### config.mk
export PLATFORM = sky130hd
export DESIGN_NAME = regfile_loader
export DESIGN_NICKNAME = d
export VERILOG_FILES = /design/src/rtl/regfile_pkg.sv /design/src/rtl/regfile_loader.sv
export SDC_FILE = /design/constraint.sdc
export NUM_CORES = 1
export LEC_CHECK = 0
export ABC_AREA = 1
export ABC_CLOCK_PERIOD_IN_PS = 1750
export BUFFER_PORTS_ARGS = -buffer_cell sky130_fd_sc_hd__clkbuf_2
export CAP_MARGIN = 20
export CORE_ASPECT_RATIO = 2
export CORE_MARGIN = 3
export CORE_UTILIZATION = 35
export CTS_CLUSTER_SIZE = 16
export DETAILED_ROUTE_END_ITERATION = 6
export PLACE_DENSITY = 0.79
export SETUP_SLACK_MARGIN = 0.15
export SYNTH_ARGS = -nofsm -noshare
export SYNTH_HDL_FRONTEND = slang
export SYNTH_SLANG_ARGS = --single-unit
### constraint.sdc
create_clock -name clk -period 1.75 [get_ports clk]
set_input_delay 0.0875 -clock clk [delete_from_list [all_inputs] [get_ports clk]]
set_output_delay 0.0875 -clock clk [all_outputs]
set_load 0.05 [all_outputs]
### src/rtl/regfile_pkg.sv
// Shared types and sizes for the register-file boot loader.
package regfile_pkg;

  localparam int XLEN       = 32;
  localparam int REG_ADDR_W = 5;
  localparam int NUM_REGS   = 32;

  typedef enum logic [1:0] {
    IDLE = 2'd0,
    LOAD = 2'd1,
    DONE = 2'd2
  } ldr_state_t;

endpackage

### src/rtl/regfile_loader.sv
// Register-file boot loader: after a start request, writes registers
// FIRST_REG..LAST_REG in ascending order from a valid/ready word stream,
// driving the RF write port with an active-low write strobe. The core is
// held off through busy until the last register has been written.
// Optional feature macro: REGFILE_LOADER_VERIFY_EN adds a readback compare
// of every write with a sticky error flag.
module regfile_loader
  import regfile_pkg::*;
#(
  parameter int XLEN      = regfile_pkg::XLEN,
  parameter int FIRST_REG = 1,
  parameter int LAST_REG  = 31
) (
  input  logic                  clk,
  input  logic                  reset,
  input  logic                  start,
  input  logic                  in_valid,
  output logic                  in_ready,
  input  logic [XLEN-1:0]       in_data,
  output logic                  rf_write_enable,
  output logic [REG_ADDR_W-1:0] rf_writeAddr,
  output logic [XLEN-1:0]       rf_writeData,
  output logic [REG_ADDR_W-1:0] rf_readAddr,
  input  logic [XLEN-1:0]       rf_readData,
  output logic                  busy,
  output logic                  done,
  output logic                  error
);

  // x0 is hard-wired in the RF, so the first loaded register is at least x1,
  // and the last one is kept inside [first, NUM_REGS-1].
  localparam int FIRST_EFF = (FIRST_REG < 1) ? 1 :
                             (FIRST_REG > NUM_REGS - 1) ? NUM_REGS - 1 : FIRST_REG;
  localparam int LAST_EFF  = (LAST_REG < FIRST_EFF) ? FIRST_EFF :
                             (LAST_REG > NUM_REGS - 1) ? NUM_REGS - 1 : LAST_REG;

  localparam logic [REG_ADDR_W-1:0] FIRST_ADDR = REG_ADDR_W'(FIRST_EFF);
  localparam logic [REG_ADDR_W-1:0] LAST_ADDR  = REG_ADDR_W'(LAST_EFF);

  ldr_state_t            state;
  ldr_state_t            state_next;
  logic [REG_ADDR_W-1:0] addr;
  logic                  accept;

  assign in_ready = (state == LOAD);
  assign busy     = (state == LOAD);
  assign done     = (state == DONE);
  assign accept   = in_valid && in_ready;

  // State register.
  always_ff @(posedge clk) begin
    // NOTE: sequential state uses non-blocking assignments so every register
    // samples pre-edge values regardless of process ordering.
    if (reset) begin
      state <= IDLE;
    end else begin
      state <= state_next;
    end
  end

  // Next-state decode: start only matters in IDLE, the last accept ends LOAD.
  always_comb begin
    // NOTE: default assigned first so no path leaves state_next unassigned,
    // which would otherwise infer a latch.
    state_next = state;
    case (state)
      IDLE:    if (start) state_next = LOAD;
      LOAD:    if (accept && (addr == LAST_ADDR)) state_next = DONE;
      DONE:    state_next = IDLE;
      default: state_next = IDLE;
    endcase
  end

  // Address counter and RF write-port registers: each accept launches a
  // one-cycle write whose strobe is low until the following edge.
  always_ff @(posedge clk) begin
    if (reset) begin
      addr            <= FIRST_ADDR;
      rf_write_enable <= 1'b1;
      rf_writeAddr    <= '0;
      rf_writeData    <= '0;
    end else begin
      rf_write_enable <= ~accept;
      if (accept) begin
        rf_writeAddr <= addr;
        rf_writeData <= in_data;
        // Hold at the last register rather than wrapping toward x0.
        if (addr != LAST_ADDR) begin
          addr <= addr + REG_ADDR_W'(1);
        end
      end else if (state == DONE) begin
        addr <= FIRST_ADDR;
      end
    end
  end

`ifdef REGFILE_LOADER_VERIFY_EN
  assign rf_readAddr = rf_writeAddr;

  // Readback compare at the end of each write cycle; the flag stays set
  // until reset while the load carries on.
  always_ff @(posedge clk) begin
    if (reset) begin
      error <= 1'b0;
    end else if (!rf_write_enable && (rf_readData != rf_writeData)) begin
      error <= 1'b1;
    end
  end
`else
  logic unused_read;

  assign rf_readAddr = '0;
  assign error       = 1'b0;
  assign unused_read = ^rf_readData;
`endif

endmodule

==> summary.md <==
| Metric | Value |
|---|---|
| Clock Skews | `5.366 ps` |
| Layout cells sized above 1 | `0.3233` |
| Sequential cell area | `908.4 sq um` |
| Worst Reg-to-Reg Cells | `8` |
| TritonRoute pass-1 iters | `4` |
| Synth Instances | `220` |
| Final Total Pwr | `0.002243 W` |
| Gr ovfl total | `0` |
| Final setup violation count | `0` |
| CP Launch Point | `addr[0]$_SDFFE_PP1P_` |
| Vias per inst | `4.597` |
| Fraction of the cycle the final worst path needs | `0.8766` |
| Final net count | `369` |
| RSZ-0062 raised after global routing | `yes` |
| Hold Crit Class | `in -> reg` |
| Starting Density | `0.3685` |
| Worst Path Required | `1980 ps` |
| Crit path top cell by count | `nand2_2` |
| First-pass GRT wire length | `6831 um` |
| Filler-free cell count of the finished design | `355` |
| Largest net degree at the start of global routing | `37` |
| Status | `finished clean` |
| Most common cell after layout, fill and taps aside | `nand2_1` |
| CORE AREA | `4686 sq um` |
| Area leader, netlist | `dfxtp_1` |
| Post-DRT Antenna Nets | `0` |
| Final hold vios | `0` |
| Vias | `1632` |
| GRT Util Overall | `0.1444` |
| Multi-input gate area | `690.7 sq um` |
| Max Root-Sink Buffers | `2` |
| Root buf cell | `clkbuf_8` |
| Dpl cells | `340` |
| Final max-slew violation count | `0` |
| Synth top area share | `0.5217` |
| Area growth from synthesis to layout | `33.55%` |
| Post-DP HPWL | `2932 um` |
| Critical Path Max Stage Delay | `380 ps` |
| TritonCTS buffer count | `5` |
| Worst-skew pair later-pin latency | `300 ps` |
| R2R setup slack | `220 ps` |
| DRT Wirelength | `4050 um` |
| Worst r2r src | `addr[0]$_SDFFE_PP1P_` |
| Crit-path max FO | `5` |
| ANT cells | `0` |
| DRT iter0 DRCs | `56` |
| Final core occ | `0.4921` |
| CTS tree | `built` |
| Horiz. Die Dim | `55.67 um` |
| Max cap viols | `0` |
| Critical path class | `reg -> reg` |
| WP data arrival | `1760 ps` |
| Fmax | `0.6519 GHz` |
| Min Clock Period, post-route | `1534 ps` |
| Leak Pwr | `1.076 nW` |
| Wire per inst | `11.41 um` |
| Maximum vdd drop | `0.0006199 V` |
| Clk slew on worst S/H paths | `90 ps` |
| Top cells by area, synth | `dfxtp_1, nand2_1, a21oi_1` |
| Syn Area/Cell | `7.848 sq um` |
| Most frequent cells in the layout | `nand2_1, clkbuf_2, dfxtp_1, a21oi_1, inv_1` |
| Setup TNS | `0 ps` |
| Die ar. | `5863 sq um` |
| Yosys cell types | `20` |
| Critical path launch point type | `register` |
| Ordered list of cells on the worst path | `ha_4 > nand2_2 > nor2_2 > ha_2 > nand4_1 > nand2_2 > nand3_1 > o21ai_1` |
| IO Count | `115` |
| CP endpoint | `addr[3]$_SDFFE_PP0P_` |
| Register area share after synthesis | `0.5217` |
| H-tree Lvls | `2` |
| Synth Cell Area | `1727 sq um` |
| Max stage delay cell, worst path | `dfxtp_4` |
| Critical R2R Capture | `addr[3]$_SDFFE_PP0P_` |
| Die H | `105.3 um` |
| CP Capture Type | `register` |
| Synth Warn # | `0` |
| Port buffer count | `76` |
| Clock sink count | `45` |
| PwrDens | `972.6 nW/um^2` |
| Fillcell total | `483` |
| Initial antenna violation count | `0` |
| Vias in the first global route | `1509` |
| Row count | `35` |
| Drt drc | `0` |
| Final Wtd Congestion | `0.7649` |
| FF+latch count, synth | `45` |
## per-stage QoR
stage / cell area, sq um / setup slack (ps) / hold slack, ps
after CTS: 2271 / 147.6 / 0.8113
after floorplan: 1745 / 417.2 / 230.3
after global routing: 2306 / 93.37 / 3.018
after detailed placement: 2100 / 146.7 / 323.3
after global placement: 2100 / 184.6 / 319.5
final: 2306 / 216.0 / 8.816
## synth_stat cells (all sizes together)
library cell,instances
a21oi,37
buf,14
clkbuf,5
clkinv,1
conb,1
dfxtp,45
ha,2
inv,11
nand2,84
nand3,11
nand4,2
nor2,2
o2111ai,1
o21ai,3
xor2,1
## metal layers
metal | wire length (um) | vias up | GRT usage
met2 | 2340 | 49 | 0.2720
met3 | 200 | 8 | 0.02819
li1 | - | 846 | -
met4 | 104 | 0 | 0.07304
met1 | 1404 | 729 | 0.1448
met5 | 0 | - | 0
## logic make-up after synthesis
logic type,count (synthesis),synth area share
xor gates and xnor gates,1,0.005073
DFF,45,0.5217
adders and majority gates,2,0.01449
other,1,0.002172
and+or+nand+nor,99,0.2333
buffers and inverters,31,0.1022
AOI/OAI and AO/OA,41,0.1210
## state kept, by name, indices dropped and copies added, names as in the netlist
name / flops
rf_writeAddr: 5
addr: 5
rf_writeData: 32
rf_write_enable: 1
state: 2
## repair_timing
action                                  CTS  global route
buffers inserted                          1             1
endpoints found under the hold margin     5             0
hold buffers                              5             0
endpoints found under the setup margin    4             7
pin swaps                                 2             5
gates resized for setup                   1            10
## worst min path at each step
stage | from | endpoint | slack, ps | cells after the start
2_1_floorplan | in_data[11] | rf_writeData[11]$_SDFFE_PP0P_ | 230 | 2
3_3_place_gp | in_data[11] | rf_writeData[11]$_SDFFE_PP0P_ | 320 | 3
3_5_place_dp | in_data[8] | rf_writeData[8]$_SDFFE_PP0P_ | 320 | 3
4_1_cts | in_data[26] | rf_writeData[26]$_SDFFE_PP0P_ | 0.8 | 3
5_1_grt | in_data[10] | rf_writeData[10]$_SDFFE_PP0P_ | 3 | 3
6_report | in_data[29] | rf_writeData[29]$_SDFFE_PP0P_ | 9 | 3
## power by group
part / internal (W) / total, W / switching, W / leakage (nW)
Combinational: 0.000103 / 0.000371 / 0.000267 / 0.653
Sequential: 0.00106 / 0.00109 / 0.0000250 / 0.367
Clock: 0.000429 / 0.000784 / 0.000355 / 0.0554
Total: 0.00160 / 0.00224 / 0.000647 / 1.08
## cell type report
type	instances	share of cell area
Clock buffer	6	0.03147
Multi-Input combinational cell	149	0.2995
Tap cell	55	0.02984
Timing Repair Buffer	86	0.2084
Sequential cell	45	0.3939
Inverter	12	0.02008
Clock inverter	2	0.01682
## worst max-delay path, delay by kind of cell (launching register included)
family | cells | cell delay (ps)
DFF | 1 | 380
AOI/OAI and AO/OA | 1 | 80
adders and majority gates | 2 | 340
and+or+nand+nor | 5 | 650
Note: power is estimated with default switching activity, not from simulation.
